===== config.mk =====
export PLATFORM = sky130hd
export DESIGN_NAME = buscador_binario
export DESIGN_NICKNAME = d
export VERILOG_FILES = /design/src/rtl/buscador_pkg.sv /design/src/rtl/buscador_limites.sv /design/src/rtl/buscador_binario.sv
export SDC_FILE = /design/constraint.sdc
export NUM_CORES = 1
export LEC_CHECK = 0
export CAP_MARGIN = 40
export CORE_MARGIN = 2
export CORE_UTILIZATION = 49
export CTS_CLUSTER_SIZE = 40
export DETAILED_ROUTE_END_ITERATION = 10
export MAX_ROUTING_LAYER = met4
export PLACE_DENSITY = 0.68
export SLEW_MARGIN = 20
export SYNTH_ARGS = -nofsm -noshare
export SYNTH_HDL_FRONTEND = slang
export SYNTH_SLANG_ARGS = --single-unit

===== constraint.sdc =====
create_clock -name clock_i -period 3.8 [get_ports clock_i]
set_input_delay 0.57 -clock clock_i [delete_from_list [all_inputs] [get_ports clock_i]]
set_output_delay 0.57 -clock clock_i [all_outputs]
set_load 0.05 [all_outputs]

===== src/rtl/buscador_pkg.sv =====
// Shared types and helpers for the binary-search guess generator.
package buscador_pkg;

    localparam int unsigned WidthPadrao = 16;

    typedef enum logic [2:0] {
        StInicial,
        StPropoe,
        StEspera,
        StAjusta,
        StFim,
        StErro
    } estado_e;

    // Counter must hold WIDTH+1 guesses plus the cleared value.
    function automatic int unsigned largura_tentativas(input int unsigned width);
        return $clog2(width + 2);
    endfunction

endpackage


===== src/rtl/buscador_limites.sv =====
// Search-window datapath: lo/hi bounds, midpoint and lo > hi detection on the
// bounds about to be written.
module buscador_limites
    import buscador_pkg::*;
#(
    parameter int unsigned WIDTH = WidthPadrao
) (
    input  logic             clock_i,
    input  logic             reset_i,
    input  logic             carrega_i,
    input  logic             ajusta_menor_i,
    input  logic             ajusta_maior_i,
    input  logic [WIDTH-1:0] palpite_i,
    output logic [WIDTH-1:0] meio_o,
    output logic             inconsistente_o
);

    localparam logic [WIDTH:0] HiInicial = {1'b0, {WIDTH{1'b1}}};
    localparam logic [WIDTH:0] Um        = {{WIDTH{1'b0}}, 1'b1};

    logic [WIDTH:0] lo_q, lo_d;
    logic [WIDTH:0] hi_q, hi_d;

    always_comb begin
        lo_d = lo_q;
        hi_d = hi_q;
        if (carrega_i) begin
            lo_d = '0;
            hi_d = HiInicial;
        end else if (ajusta_menor_i) begin
            hi_d = {1'b0, palpite_i} - Um;
        end else if (ajusta_maior_i) begin
            lo_d = {1'b0, palpite_i} + Um;
        end
    end

    // hi only sets its MSB when it underflows to -1; lo only when it reaches 2^WIDTH.
    assign inconsistente_o = $signed({1'b0, lo_d}) > $signed({hi_d[WIDTH], hi_d});

    assign meio_o = WIDTH'(lo_q + ((hi_q - lo_q) >> 1));

    always_ff @(posedge clock_i) begin
        if (reset_i) begin
            lo_q <= '0;
            hi_q <= HiInicial;
        end else begin
            lo_q <= lo_d;
            hi_q <= hi_d;
        end
    end

endmodule


===== src/rtl/buscador_binario.sv =====
// Binary-search initiator driving the comparator B operand.
// Optional ESPERA timeout enabled with `define BUSCA_TIMEOUT_EN.
module buscador_binario
    import buscador_pkg::*;
#(
    parameter int unsigned WIDTH   = WidthPadrao,
    parameter int unsigned TIMEOUT = 255
) (
    input  logic                                   clock_i,
    input  logic                                   reset_i,
    input  logic                                   iniciar_i,
    input  logic                                   resp_valida_i,
    input  logic                                   alvo_menor_i,
    input  logic                                   alvo_maior_i,
    input  logic                                   alvo_igual_i,
    output logic [WIDTH-1:0]                       palpite_o,
    output logic                                   palpite_valido_o,
    output logic                                   pronto_o,
    output logic                                   erro_o,
    output logic [largura_tentativas(WIDTH)-1:0]   tentativas_o
);

    localparam int unsigned TentW = largura_tentativas(WIDTH);

    estado_e          estado_q, estado_d;
    logic [WIDTH-1:0] palpite_q, palpite_d;
    logic [TentW-1:0] tentativas_q, tentativas_d;
    logic             menor_q, menor_d;

    logic             carrega;
    logic             ajusta_menor;
    logic             ajusta_maior;
    logic             inconsistente;
    logic [WIDTH-1:0] meio;
    logic             timeout_atingido;

    buscador_limites #(
        .WIDTH (WIDTH)
    ) u_limites (
        .clock_i         (clock_i),
        .reset_i         (reset_i),
        .carrega_i       (carrega),
        .ajusta_menor_i  (ajusta_menor),
        .ajusta_maior_i  (ajusta_maior),
        .palpite_i       (palpite_q),
        .meio_o          (meio),
        .inconsistente_o (inconsistente)
    );

`ifdef BUSCA_TIMEOUT_EN
    localparam int unsigned             EsperaW      = (TIMEOUT > 1) ? $clog2(TIMEOUT) : 1;
    localparam logic [EsperaW-1:0]      EsperaUltimo = EsperaW'(TIMEOUT - 1);

    logic [EsperaW-1:0] espera_q, espera_d;

    // Held at zero outside ESPERA, so it is clear on every entry.
    always_comb begin
        espera_d = espera_q;
        if (estado_q != StEspera) begin
            espera_d = '0;
        end else if (!resp_valida_i) begin
            espera_d = espera_q + EsperaW'(1);
        end
    end

    assign timeout_atingido = (estado_q == StEspera) && !resp_valida_i &&
                              (espera_q == EsperaUltimo);

    always_ff @(posedge clock_i) begin
        if (reset_i) begin
            espera_q <= '0;
        end else begin
            espera_q <= espera_d;
        end
    end
`else
    logic unused_timeout;
    assign unused_timeout   = ^TIMEOUT;
    assign timeout_atingido = 1'b0;
`endif

    always_ff @(posedge clock_i) begin
        if (reset_i) begin
            estado_q <= StInicial;
        end else begin
            estado_q <= estado_d;
        end
    end

    always_comb begin
        estado_d = estado_q;
        unique case (estado_q)
            StInicial, StFim, StErro: begin
                if (iniciar_i) estado_d = StPropoe;
            end
            StPropoe: estado_d = StEspera;
            StEspera: begin
                if (resp_valida_i) begin
                    if (!$onehot({alvo_menor_i, alvo_maior_i, alvo_igual_i})) begin
                        estado_d = StErro;
                    end else if (alvo_igual_i) begin
                        estado_d = StFim;
                    end else begin
                        estado_d = StAjusta;
                    end
                end else if (timeout_atingido) begin
                    estado_d = StErro;
                end
            end
            StAjusta: estado_d = inconsistente ? StErro : StPropoe;
            default:  estado_d = StInicial;
        endcase
    end

    always_comb begin
        palpite_valido_o = (estado_q == StEspera);
        pronto_o         = (estado_q == StFim);
        erro_o           = (estado_q == StErro);
        carrega          = iniciar_i && (estado_q inside {StInicial, StFim, StErro});
        ajusta_menor     = (estado_q == StAjusta) && menor_q;
        ajusta_maior     = (estado_q == StAjusta) && !menor_q;
    end

    always_comb begin
        palpite_d    = palpite_q;
        tentativas_d = tentativas_q;
        menor_d      = menor_q;
        if (carrega) begin
            tentativas_d = '0;
        end
        if (estado_q == StPropoe) begin
            palpite_d    = meio;
            tentativas_d = tentativas_q + TentW'(1);
        end
        if ((estado_q == StEspera) && resp_valida_i) begin
            menor_d = alvo_menor_i;
        end
    end

    always_ff @(posedge clock_i) begin
        if (reset_i) begin
            palpite_q    <= '0;
            tentativas_q <= '0;
            menor_q      <= 1'b0;
        end else begin
            palpite_q    <= palpite_d;
            tentativas_q <= tentativas_d;
            menor_q      <= menor_d;
        end
    end

    assign palpite_o    = palpite_q;
    assign tentativas_o = tentativas_q;

endmodule


; After elaboration in Yosys (flattened, before gate mapping)
; Cells that the tools add are included.
[totals]
regBits = 59
latch_bits = 0
mem_bits_rw = 0
mem_bits_ro = 0
mem_count = 0
[classes]
n_addsub = 7
mul = 0
div_mod_pow = 0
order_cmp = 1
n_eq_ne = 8
shift = 0
mux = 13
bitwise = 0
n_reduce_logical = 10
[ops]
columns = op, count
row1 = 17-bit 2-to-1 mux, 5
row2 = 18-bit by 17-bit greater-than comparator with 1-bit output, 1
row3 = "16-bit by 1-bit adder with 17-bit output, second input constant", 1
row4 = "16-bit by 1-bit subtractor with 17-bit output, second input constant", 1
row5 = 17-bit subtractor, 1
row6 = 16-bit adder, 1
row7 = 3-bit 2-to-1 mux, 5
row8 = 3-bit case mux with 4 select lines, 1
row9 = 5-bit 2-to-1 mux, 2
row10 = "3-bit by 2-bit == test with 1-bit output, second input constant", 2
row11 = "3-bit == test, second input constant", 2
row12 = "5-bit by 1-bit adder with 5-bit output, second input constant", 1
row13 = 1-bit logical AND, 4
row14 = "2-bit != test, second input constant", 2
row15 = "3-bit by 1-bit == test with 1-bit output, second input constant", 1
row16 = 3-bit zero test, 1
row17 = 3-bit nonzero test, 1
row18 = 3-bit OR reduction, 1
row19 = 1-bit by 1-bit adder with 2-bit output, 1
row20 = 2-bit by 1-bit adder with 2-bit output, 1
row21 = "2-bit by 1-bit == test with 1-bit output, second input constant", 1
row22 = 2-bit AND reduction, 1
row23 = 2-bit nonzero test, 1
row24 = 1-bit zero test, 1

; Longest topological paths before layout
; Gate-level depths: netlist (run 1).
[logic_depth]
ltp_word = 8
depth_mapped = 17
ltp_nobuf = 17

; Cells and area by module
; Synthesis (run 1) repeated with hierarchy kept, for this count alone.
[unflattened]
hier_cells = 617
hier_area_um2 = 4769.6
[by_module_without_submodules]
columns = mod, instances, cells_per_inst, area_each_um2, seq_area_each_um2
row1 = buscador_limites, 1, 479, 3669.8, 680.7
row2 = buscador_binario, 1, 138, 1099.8, 500.5

; Worst setup path after synthesis (run 1)
; Ideal clock, no wire load.
[synth_path]
path_type = reg-to-reg
startpoint = register u_limites.lo_q[1]
endpoint = register palpite_q[15], in the netlist palpite_o[15]
setup_ns = 0.121
arrival_time_ns = 3.210
required_ns = 3.679
setup_slack_ns = 0.469
path_stages_with_launch = 17
path_buffers = 0
cell_sequence = dfxtp_1 > inv_1 > fa_1 > a211o_1 > a21oi_1 > o21ai_0 > a21o_1 > a21oi_1 > xnor2_1 > ha_1 > nand2_1 > nand2_1 > nor4_1 > o21ai_0 > xnor2_1 > nand3_1 > nor3b_1
[synth_between]
elab_chain_cells = 2
[synth_rtl]
columns = item, line_no
row1 = start: declaration, buscador_limites.sv:21  ; logic [WIDTH:0] lo_q, lo_d;
row2 = start signal: assignment, buscador_limites.sv:47  ; lo_q <= lo_d;
row3 = 17-bit subtractor, buscador_limites.sv:40  ; assign meio_o = WIDTH'(lo_q + ((hi_q - lo_q) >> 1));
row4 = 16-bit adder *, buscador_limites.sv:40
row5 = end signal: assignment, buscador_binario.sv:146  ; palpite_q <= palpite_d;
row6 = end: declaration, buscador_binario.sv:26  ; logic [WIDTH-1:0] palpite_q, palpite_d;
; Every way passes the cells marked *; elsewhere a longest branch is shown, timed or not.
; A chain may end at the register's enable or synchronous reset.

; Final worst setup path (run 1)
[layout_path]
startpoint = register u_limites.hi_q[0]
endpoint = register palpite_q[15], in the netlist palpite_o[15]
[layout_between]
elab_chain_cells = 2
[layout_rtl]
columns = item, line_no
row1 = start: declaration, buscador_limites.sv:22  ; logic [WIDTH:0] hi_q, hi_d;
row2 = start signal: assignment, buscador_limites.sv:45  ; hi_q <= HiInicial;
row3 = start signal: assignment, buscador_limites.sv:48  ; hi_q <= hi_d;
row4 = 17-bit subtractor, buscador_limites.sv:40
row5 = 16-bit adder, buscador_limites.sv:40
; No other way between the ends.

==> results of run 1 <==
## state kept, by name (all words and copies together), names as in the netlist
register / flops
u_limites.hi_q: 17
u_limites.lo_q: 17
palpite_o: 16
tentativas_o: 5
estado_q: 3
menor_q: 1
## area by class of cell
class                           instances  area, µm²  area share [%]
Clock inverter                          4       48.8           0.888
Clock buffer                           12        145            2.64
Sequential cell                        59       1180            21.5
Tap cell                              129        161            2.94
Timing Repair Buffer                   48        443            8.06
Inverter                               32        120            2.19
Multi-Input combinational cell        496       3400            61.8
## worst min-delay path by stage
stage	endpoint	startpoint	slack, ps
after CTS	tentativas_o[4]	tentativas_o[4]	480
after global routing	tentativas_o[4]	tentativas_o[4]	510
after global placement	tentativas_o[4]	tentativas_o[4]	450
after floorplan	menor_q	menor_q	470
final	tentativas_o[4]	tentativas_o[4]	470
after detailed placement	tentativas_o[4]	tentativas_o[4]	470
## power by group through the flow
stage / Clock [W] / Combinational (W) / Sequential [W]
after detailed placement: 0 / 0.000474 / 0.000706
after CTS: 0.000600 / 0.000477 / 0.000692
after global routing: 0.000634 / 0.000526 / 0.000697
after floorplan: 0 / 0.000294 / 0.000746
final: 0.000597 / 0.000484 / 0.000693
after global placement: 0 / 0.000471 / 0.000705
## logic make-up (layout without fill, tap and decap cells)
| logic type | count (synthesis) | after routing | share of synthesized area, % |
|---|---|---|---|
| mux | 2 | 2 | 0.420 |
| compound gates | 162 | 162 | 22.6 |
| xor+xnor | 48 | 48 | 8.83 |
| buf+inv | 60 | 96 | 4.96 |
| fa+ha+maj | 52 | 52 | 14.1 |
| simple gates | 232 | 232 | 24.3 |
| flops | 59 | 59 | 24.8 |
## what timing repair did
item / 4_1_cts / 5_1_grt
hold endpoints to repair: 0 / 0
gates resized for setup: 1 / 9
setup endpoints to repair: 1 / 7
pin swaps: 0 / 2
## stage by stage
step	area (µm²)	setup WS, ps	hold slack [ps]
floorplan	4760	469	470
global placement	5240	-8.02	451
detailed placement	5250	-50.2	465
CTS	5450	72.9	476
global route	5500	-111	505
finish	5500	156	473
## cell usage in the layout, fill, tap and decap left out, types with 3 or more instances in the layout
| cell | n |
|---|---|
| sky130_fd_sc_hd__a21oi_1 | 45 |
| sky130_fd_sc_hd__o21a_1 | 6 |
| sky130_fd_sc_hd__xnor2_1 | 32 |
| sky130_fd_sc_hd__a211oi_1 | 32 |
| sky130_fd_sc_hd__nand3b_1 | 6 |
| sky130_fd_sc_hd__and3_1 | 15 |
| sky130_fd_sc_hd__nor2b_1 | 6 |
| sky130_fd_sc_hd__fa_1 | 3 |
| sky130_fd_sc_hd__and2_1 | 14 |
| sky130_fd_sc_hd__nor2_1 | 70 |
| sky130_fd_sc_hd__nand2b_1 | 10 |
| sky130_fd_sc_hd__a21o_1 | 11 |
| sky130_fd_sc_hd__buf_4 | 17 |
| sky130_fd_sc_hd__o21ai_0 | 24 |
| sky130_fd_sc_hd__xor2_1 | 16 |
| sky130_fd_sc_hd__o21bai_1 | 5 |
| sky130_fd_sc_hd__clkbuf_8 | 10 |
| sky130_fd_sc_hd__dfxtp_1 | 59 |
| sky130_fd_sc_hd__nor3_1 | 11 |
| sky130_fd_sc_hd__clkdlybuf4s50_1 | 30 |
| sky130_fd_sc_hd__a211o_1 | 5 |
| sky130_fd_sc_hd__nand2_1 | 51 |
| sky130_fd_sc_hd__nor4_1 | 3 |
| sky130_fd_sc_hd__nand3_1 | 25 |
| sky130_fd_sc_hd__nand4_1 | 4 |
| sky130_fd_sc_hd__o211ai_1 | 3 |
| sky130_fd_sc_hd__inv_1 | 32 |
| sky130_fd_sc_hd__ha_1 | 49 |
## routing by layer
metal	vias to the layer above	track usage (%)	wire (µm)	share of wire (%)
met4	0	9.44	205	1.6
met5	-	-	0	0
met2	123	42.0	6040	46
met3	18	3.32	643	4.9
li1	2269	-	-	-
met1	2148	36.0	6260	48
==> impl_summary.log, run 1 <==
INFO  metric run_status = complete, no violations
INFO  metric ff2ff_path_depth = 16
INFO  metric cts_tree = done
INFO  metric fillers = 904
INFO  metric final_net_count = 705
INFO  metric comb_power_share = 27.3%
INFO  metric first_pass_iters = 4
INFO  metric grt-ovfl-total = 0
INFO  metric yosysSeqAreaShare = 24.8%
INFO  metric post_cts_buffers = 0
INFO  metric synth-edff-count = 0
INFO  metric worstSetupStartpoint = u_limites.hi_q[0]
INFO  metric critPathMaxFanout = 6
INFO  metric count_of_antenna_diodes_in_the_layout = 0
INFO  metric post-route-drc-count = 0
INFO  metric critical_path_class = reg -> reg
INFO  metric finalSetupViolations = 0
INFO  metric placeableCoreArea = 9330 µm²
INFO  metric clkTransAtPathRegs = 70 ps
INFO  metric total_die_area = 10500 µm²
INFO  metric antenna_found_initial = 0
INFO  metric crit_path_end = palpite_o[15]
INFO  metric grt_setup_unrepaired = true
INFO  metric synthesis.yosys.warnings = 0
INFO  metric total_power = 0.00177 W
INFO  metric ys_async_sr_fraction = 0%
INFO  metric cts_htree_levels = 3
INFO  metric port_buffers = 30
INFO  metric syn_to_final_growth = 15.4%
INFO  metric powerDensity = 323 nW/µm²
INFO  metric yosys_register_bits = 59
INFO  metric cts_made_buffers = 9
INFO  metric route.final.wire_length = 13.2 mm
INFO  metric postLayoutCoreUtil = 58.9%
INFO  metric synth_top_area_cell = sky130_fd_sc_hd__dfxtp_1
INFO  metric finalWeightedCongestion = 0.950
INFO  metric p_int = 0.00116 W
INFO  metric vias_per_cell = 5.84
INFO  metric power_frac_clock = 33.7%
INFO  metric io_pins = 31
INFO  metric postSynthAreaPerCell = 7.75 µm²
INFO  metric min_clock_period_post_route = 3640 ps
INFO  metric dieHeight = 103 µm
INFO  metric synth_top_flop_cell = sky130_fd_sc_hd__dfxtp_1
INFO  metric drtIter0Drc = 238
INFO  metric hpwl = 9.93 mm
INFO  metric max-vdd-ir-drop = 0.205 mV
INFO  metric reg2reg_slack = 160 ps
INFO  metric cp_bufs_invs = 0
INFO  metric antenna_violation_net_count_after_detailed_routing = 0
INFO  metric floorplan.initialDensity = 51.1%
INFO  metric synth_common_cells = 70 x sky130_fd_sc_hd__nor2_1, 59 x sky130_fd_sc_hd__dfxtp_1, 51 x sky130_fd_sc_hd__nand2_1
INFO  metric start_kind = register
INFO  metric synth_nets = 674
INFO  metric drive_gt1_share = 7.53%
INFO  metric clock_tree_buf_depth = 2
INFO  metric cts-root-buf = sky130_fd_sc_hd__clkbuf_8
INFO  metric grt_first_pass_wirelength = 21.2 mm
INFO  metric die_x = 103 µm
INFO  metric cts_num_sinks = 59
INFO  metric grt_start_max_net_pins = 32
INFO  metric timing.fmax = 274 MHz
INFO  metric clkLatencyLatePin = 350 ps
INFO  metric r2r-end = palpite_o[15]
INFO  metric min_period_over_period = 95.9%
INFO  metric power.leakage = 2.15 nW
INFO  metric netSwitchingFraction = 34.7%
INFO  metric drv_cap = 0
INFO  metric kind_of_cell_adding_the_most_delay_to_the_critical_path = compound AO/OA/AOI/OAI gates
INFO  metric syn-cell-area = 4760 µm²
INFO  metric cts-hold-fix-buffers = 0
INFO  metric seqPwrFrac = 39.0%
INFO  metric grtUsageTotal = 26.9%
INFO  metric worstSetupPathDepth = 16
INFO  metric synth_most_common_cell = sky130_fd_sc_hd__nor2_1
INFO  metric synth_area_leaders = sky130_fd_sc_hd__dfxtp_1 25%, sky130_fd_sc_hd__ha_1 13%, sky130_fd_sc_hd__xnor2_1 5.9%
INFO  metric critPathArrivalTime = 3910 ps
INFO  metric row_count = 35
INFO  metric slowest_stage = sky130_fd_sc_hd__fa_1
INFO  metric syn-instance-count = 615
INFO  metric critical_path.max_stage_delay = 430 ps
INFO  metric wire_per_inst = 16.9 µm
INFO  metric yosys.cell_types.count = 64
INFO  metric number_of_vias_in_the_routed_layout = 4558
INFO  metric clock_skew = 12.3 ps
INFO  metric final-max-slew-violation-count = 0
INFO  metric cp_cell_sequence = nand2b_1 > fa_1 > a211o_1 > a21oi_2 > o21ai_1 > a21o_1 > a21oi_1 > xnor2_1 > ha_1 > o21ai_0 > a21oi_2 > nand3_1 > o21ai_0 > xnor2_1 > nor3_1 > nor3b_1
INFO  metric yosysTopAreaCellShare = 24.8%
INFO  metric slew-limit-headroom = 58.6%
INFO  metric setup_tns = 0 ps
INFO  metric reg2reg_from = u_limites.hi_q[0]
INFO  metric fin_cells = 780
INFO  metric critPathRequiredTime = 4060 ps
INFO  metric timing_worst_slew_pin_value = 618 ps
INFO  metric hold_viol_final = 0
INFO  metric critical_path.endpoint_type = register
INFO  metric first_global_vias = 4220
INFO  metric whs_path_depth = 1
INFO  metric worst_hold_path_type = reg -> reg
INFO  metric placed_insts = 764
INFO  metric switchingPower = 0.000616 W
(Power assumes the default switching activity.)
==> run 2, diff against run 1 <==
Clock period 3.8 ns to 3.7 ns, I/O delays scaled along.
==> impl_summary.log, run 2 (synthesis gave the netlist of run 1 again) <==
INFO  metric critical_path_class = reg -> reg
INFO  metric final-max-slew-violation-count = 0
INFO  metric drtIter0Drc = 306
INFO  metric antenna_found_initial = 0
INFO  metric worst_hold_path_type = reg -> reg
INFO  metric die_x = 103 µm
INFO  metric slew-limit-headroom = 63.8%
INFO  metric count_of_antenna_diodes_in_the_layout = 0
INFO  metric final_net_count = 712
INFO  metric critPathRequiredTime = 3930 ps
INFO  metric clock_skew = 12.7 ps
INFO  metric hpwl = 9.76 mm
INFO  metric clkLatencyLatePin = 340 ps
INFO  metric drive_gt1_share = 9.45%
INFO  metric setup_slack = 225 ps
INFO  metric switchingPower = 0.000622 W
INFO  metric wire_per_inst = 16.9 µm
INFO  metric mostFrequentLayoutCell = sky130_fd_sc_hd__nor2_1
INFO  metric min_period_over_period = 93.9%
INFO  metric critPathMaxFanout = 5
INFO  metric min_clock_period_post_route = 3470 ps
INFO  metric grt-ovfl-total = 0
INFO  metric cts_tree = done
INFO  metric p_int = 0.00114 W
INFO  metric first_pass_iters = 5
INFO  metric port_buffers = 30
INFO  metric netSwitchingFraction = 35.4%
INFO  metric finalWeightedCongestion = 0.974
INFO  metric dieHeight = 103 µm
INFO  metric critPathArrivalTime = 3700 ps
INFO  metric dp_slack = -30.2 ps
INFO  metric hold_viol_final = 0
INFO  metric io_pins = 31
INFO  metric post-route-drc-count = 0
INFO  metric cts_htree_levels = 3
INFO  metric route.final.wire_length = 13.3 mm
INFO  metric cts-hold-fix-buffers = 0
INFO  metric fillers = 886
INFO  metric max-vdd-ir-drop = 0.178 mV
INFO  metric grt_start_max_net_pins = 38
INFO  metric timing.hold.ws = 465 ps
INFO  metric clock_tree_buf_depth = 2
INFO  metric power.leakage = 2.18 nW
INFO  metric grtUsageTotal = 27.5%
INFO  metric timing.fmax = 288 MHz
INFO  metric cts_num_sinks = 59
INFO  metric row_count = 35
INFO  metric mostFrequentLayoutCells = 70 x sky130_fd_sc_hd__nor2_1, 58 x sky130_fd_sc_hd__dfxtp_1, 51 x sky130_fd_sc_hd__nand2_1
INFO  metric finalSetupViolations = 0
INFO  metric drv_cap = 0
INFO  metric critical_path.endpoint_type = register
INFO  metric clkTransAtPathRegs = 70 ps
INFO  metric cts-root-buf = sky130_fd_sc_hd__clkbuf_8
INFO  metric comb_power_share = 28.8%
INFO  metric number_of_vias_in_the_routed_layout = 4552
INFO  metric vias_per_cell = 5.80
INFO  metric seqPwrFrac = 40.4%
INFO  metric first_global_vias = 4273
INFO  metric placeableCoreArea = 9330 µm²
INFO  metric powerDensity = 317 nW/µm²
INFO  metric start_kind = register
INFO  metric power_frac_clock = 30.7%
INFO  metric timing_worst_slew_pin_value = 542 ps
INFO  metric antenna_violation_net_count_after_detailed_routing = 0
INFO  metric run_status = complete, no violations
INFO  metric cts_made_buffers = 9
INFO  metric syn_to_final_growth = 16.7%
INFO  metric total_die_area = 10500 µm²
INFO  metric grt_first_pass_wirelength = 21.7 mm
INFO  metric grt_setup_unrepaired = false
INFO  metric floorplan.initialDensity = 51.1%
## run 2: cell types whose count changed in the layout (fill, tap and decap cells not counted), sizes merged
cell      change
inv           -1
bufinv        -1
clkinvlp      +1
clkinv        -1
buf           +7
## run 2: path summary, 6_finish.rpt
kind,from,to,slack (ps),cells past startpoint
min,tentativas_o[4],tentativas_o[4],460,1
min reg2reg,tentativas_o[4],tentativas_o[4],460,1
max,u_limites.lo_q[0],palpite_o[12],230,15
max reg2reg,u_limites.lo_q[0],palpite_o[12],230,15
## run 2: critical path: stages, from the launching register on
cell                       delay, ps
sky130_fd_sc_hd__dfxtp_1         370
sky130_fd_sc_hd__nand2b_1        110
sky130_fd_sc_hd__fa_1            430
sky130_fd_sc_hd__a211o_1         340
sky130_fd_sc_hd__a21oi_2         220
sky130_fd_sc_hd__inv_1            80
sky130_fd_sc_hd__a21oi_1         180
sky130_fd_sc_hd__xnor2_1          90
sky130_fd_sc_hd__ha_1            380
sky130_fd_sc_hd__o21a_1          130
sky130_fd_sc_hd__o21ai_0          70
sky130_fd_sc_hd__a22oi_1         270
sky130_fd_sc_hd__a41oi_2         210
sky130_fd_sc_hd__a21oi_1         210
sky130_fd_sc_hd__xor2_1           90
sky130_fd_sc_hd__a22o_1          170
## run 2: final cells by class
| type | count | area [µm²] | area share [%] |
|---|---|---|---|
| Multi-Input combinational cell | 496 | 3420 | 61.5 |
| Sequential cell | 59 | 1180 | 21.3 |
| Timing Repair Buffer | 55 | 508 | 9.14 |
| Tap cell | 129 | 161 | 2.90 |
| Clock buffer | 12 | 155 | 2.79 |
| Inverter | 32 | 120 | 2.16 |
| Clock inverter | 2 | 12.5 | 0.225 |
## run 2: repair_timing
item,CTS,global route
buffers inserted,0,2
resized for setup,1,19
setup endpoints to repair,3,5
pin swaps,0,14
## run 2: through the flow
step                      TNS, ps  total power, W  util [%]  area, µm²  cells
final                           0         0.00176      59.6       5560    785
after detailed placement    -37.0         0.00122      56.8       5300    769
after global placement      -1.69         0.00121      56.7       5290    768
after CTS                       0         0.00176      58.6       5470    783
after global routing            0         0.00185      59.6       5560    785
after floorplan                 0         0.00107         -       4760    615
## run 2: per-layer routing
layer  GRT usage, %  routed length [µm]  up-vias  part of all wire [%]
met2           42.7                6110      130                    46
met1           37.2                6240     2126                    47
li1               -                   -     2273                     -
met4           8.62                 276        0                   2.1
met5              -                   0        -                     0
met3           3.59                 671       23                   5.0
## run 2: power by group through the flow
| stage | logic (W) | registers [W] | clock network, W |
|---|---|---|---|
| after CTS | 0.000493 | 0.000710 | 0.000553 |
| after floorplan | 0.000302 | 0.000766 | 0 |
| after detailed placement | 0.000491 | 0.000725 | 0 |
| final | 0.000507 | 0.000711 | 0.000541 |
| after global placement | 0.000484 | 0.000724 | 0 |
| after global routing | 0.000553 | 0.000716 | 0.000580 |
==> run 3, diff against run 2 <==
Settings changed: GPL_ROUTABILITY_DRIVEN set to 0.
==> impl_summary.log, run 3 (synthesis gave the netlist of run 1 again) <==
INFO  metric dieHeight = 103 µm
INFO  metric antenna_violation_net_count_after_detailed_routing = 0
INFO  metric finalSetupViolations = 0
INFO  metric floorplan.initialDensity = 51.1%
INFO  metric min_period_over_period = 95.2%
INFO  metric io_pins = 31
INFO  metric comb_power_share = 28.0%
INFO  metric grt_first_pass_wirelength = 21.6 mm
INFO  metric drtIter0Drc = 222
INFO  metric final_design_area_no_fill = 5600 µm²
INFO  metric total_die_area = 10500 µm²
INFO  metric worst_hold_path_type = reg -> reg
INFO  metric timing.hold.ws = 470 ps
INFO  metric gr-usage-met1 = 35.2%
INFO  metric grtUsageTotal = 27.3%
INFO  metric setup_tns = 0 ps
INFO  metric row_count = 35
INFO  metric clkLatencyLatePin = 360 ps
INFO  metric drive_gt1_share = 9.27%
INFO  metric power.leakage = 2.24 nW
INFO  metric final-max-slew-violation-count = 0
INFO  metric seqPwrFrac = 37.9%
INFO  metric critical_path.endpoint_type = register
INFO  metric mostFrequentLayoutCell = sky130_fd_sc_hd__nor2_1
INFO  metric end_of_the_worst_hold_path = tentativas_o[4]
INFO  metric crit_top_cell = sky130_fd_sc_hd__a21o_1
INFO  metric ff2ff_path_depth = 17
INFO  metric post-route-drc-count = 0
INFO  metric timing_worst_slew_pin_value = 645 ps
INFO  metric start_kind = register
INFO  metric count_of_antenna_diodes_in_the_layout = 0
INFO  metric cts_made_buffers = 9
INFO  metric first_global_vias = 4373
INFO  metric cts_tree = done
INFO  metric cp_cell_sequence = inv_1 > ha_1 > a21o_1 > a21o_1 > a21o_1 > a41o_1 > nor2_1 > xnor2_1 > ha_1 > nand4_1 > nor3_1 > nor4_1 > buf_4 > o21ai_0 > xor2_1 > nand2_1 > a21oi_1
INFO  metric placeableCoreArea = 9330 µm²
INFO  metric critPathArrivalTime = 3810 ps
INFO  metric r2r-end = palpite_o[13]
INFO  metric min_clock_period_post_route = 3520 ps
INFO  metric dpl_cell_area = 5310 µm²
INFO  metric cts_num_sinks = 59
INFO  metric power_frac_clock = 34.0%
INFO  metric first_pass_iters = 5
INFO  metric port_buffers = 30
INFO  metric slew-limit-headroom = 56.7%
INFO  metric number_of_vias_in_the_routed_layout = 4608
INFO  metric hold_viol_final = 0
INFO  metric run_status = complete, no violations
INFO  metric syn_to_final_growth = 17.5%
INFO  metric total_power = 0.00185 W
INFO  metric critical_path.max_stage_delay = 410 ps
INFO  metric critPathRequiredTime = 3990 ps
INFO  metric clkTransAtPathRegs = 70 ps
INFO  metric timing.fmax = 284 MHz
INFO  metric antenna_found_initial = 0
INFO  metric reg2reg_from = u_limites.lo_q[1]
INFO  metric clock_tree_buf_depth = 2
INFO  metric reg2reg_slack = 180 ps
INFO  metric grt_start_max_net_pins = 38
INFO  metric vias_per_cell = 5.86
INFO  metric final_net_count = 713
INFO  metric switchingPower = 0.000640 W
INFO  metric hpwl = 9.69 mm
INFO  metric clock_skew = 8.14 ps
INFO  metric p_int = 0.00121 W
INFO  metric critPathMaxFanout = 6
INFO  metric mostFrequentLayoutCells = 70 x sky130_fd_sc_hd__nor2_1, 58 x sky130_fd_sc_hd__dfxtp_1, 51 x sky130_fd_sc_hd__nand2_1
INFO  metric grt-ovfl-total = 0
INFO  metric cts_htree_levels = 3
INFO  metric netSwitchingFraction = 34.6%
INFO  metric groute.layer.met2.usage = 42.0%
INFO  metric powerDensity = 331 nW/µm²
INFO  metric cts-root-buf = sky130_fd_sc_hd__clkbuf_8
INFO  metric slowest_stage = sky130_fd_sc_hd__ha_1
INFO  metric max-vdd-ir-drop = 0.173 mV
INFO  metric wire_per_inst = 16.8 µm
INFO  metric grt_most_used_layer = met2
INFO  metric globalRouteMet3Util = 5.42%
INFO  metric min_from = tentativas_o[4]
INFO  metric critical_path_class = reg -> reg
INFO  metric whs_path_depth = 1
INFO  metric die_x = 103 µm
INFO  metric route.final.wire_length = 13.2 mm
INFO  metric drv_cap = 0
==> run 3: cell count changes in the layout (fill, tap and decap cells not counted), sizes merged <==
cell,change
bufinv,+1
buf,+1
clkinvlp,+1
clkbuf,-1
==> run 3: final cells by class <==
| type | count | area [µm²] |
|---|---|---|
| timing repair buffer | 56 | 528 |
| inverter | 32 | 120 |
| sequential | 59 | 1180 |
| clock buffer | 11 | 151 |
| clock inverter | 4 | 50.0 |
| tap | 129 | 161 |
| multi-input combinational | 496 | 3410 |
| fill | 835 | 3730 |
==> run 3: timing repair <==
| item | 4_1_cts | 5_1_grt |
|---|---|---|
| setup endpoints to repair | 0 | 7 |
| hold buffers | 0 | 0 |
| gates resized for setup | 0 | 15 |
| buffers inserted | 0 | 2 |
==> run 3: power groups by stage <==
stage	clock, W	combinational (W)	sequential, W
2_1_floorplan	0	0.000302	0.000766
3_3_place_gp	0	0.000496	0.000716
3_5_place_dp	0	0.000506	0.000717
4_1_cts	0.000637	0.000509	0.000702
5_1_grt	0.000674	0.000562	0.000707
6_report	0.000631	0.000519	0.000703
==> run 3: metrics by stage <==
step / worst slack (ps) / cells / utilization (%)
global placement: 105 / 768 / 56.7
finish: 179 / 787 / 60.0
detailed placement: 32.8 / 769 / 57.0
global route: -27.5 / 787 / 60.0
CTS: 7.28 / 784 / 59.1
floorplan: 369 / 615 / -
==> run 3: worst max path at each step <==
stage | from | to | slack (ps) | cells after the start
6_report | u_limites.lo_q[1] | palpite_o[13] | 180 | 17
5_1_grt | u_limites.lo_q[1] | palpite_o[15] | -30 | 17
4_1_cts | u_limites.lo_q[1] | palpite_o[15] | 7 | 17
3_5_place_dp | u_limites.lo_q[1] | palpite_o[15] | 30 | 17
3_3_place_gp | u_limites.hi_q[0] | palpite_o[15] | 110 | 17
2_1_floorplan | u_limites.lo_q[1] | palpite_o[15] | 370 | 16
==> run 3: routing by layer <==
metal,up-vias,wire [µm]
li1,2272,-
met3,29,749
met2,142,6140
met5,-,0
met4,0,362
met1,2165,5990
==> run 3: critical path: cells and delay by family, from the launching register on <==
kind,cells,cell delay [ps]
AO/OA/AOI/OAI,6,1280
XOR/XNOR,2,280
adder cells (fa/ha/maj),2,700
buffers and inverters,2,230
flip-flops,1,330
AND/OR/NAND/NOR,5,660
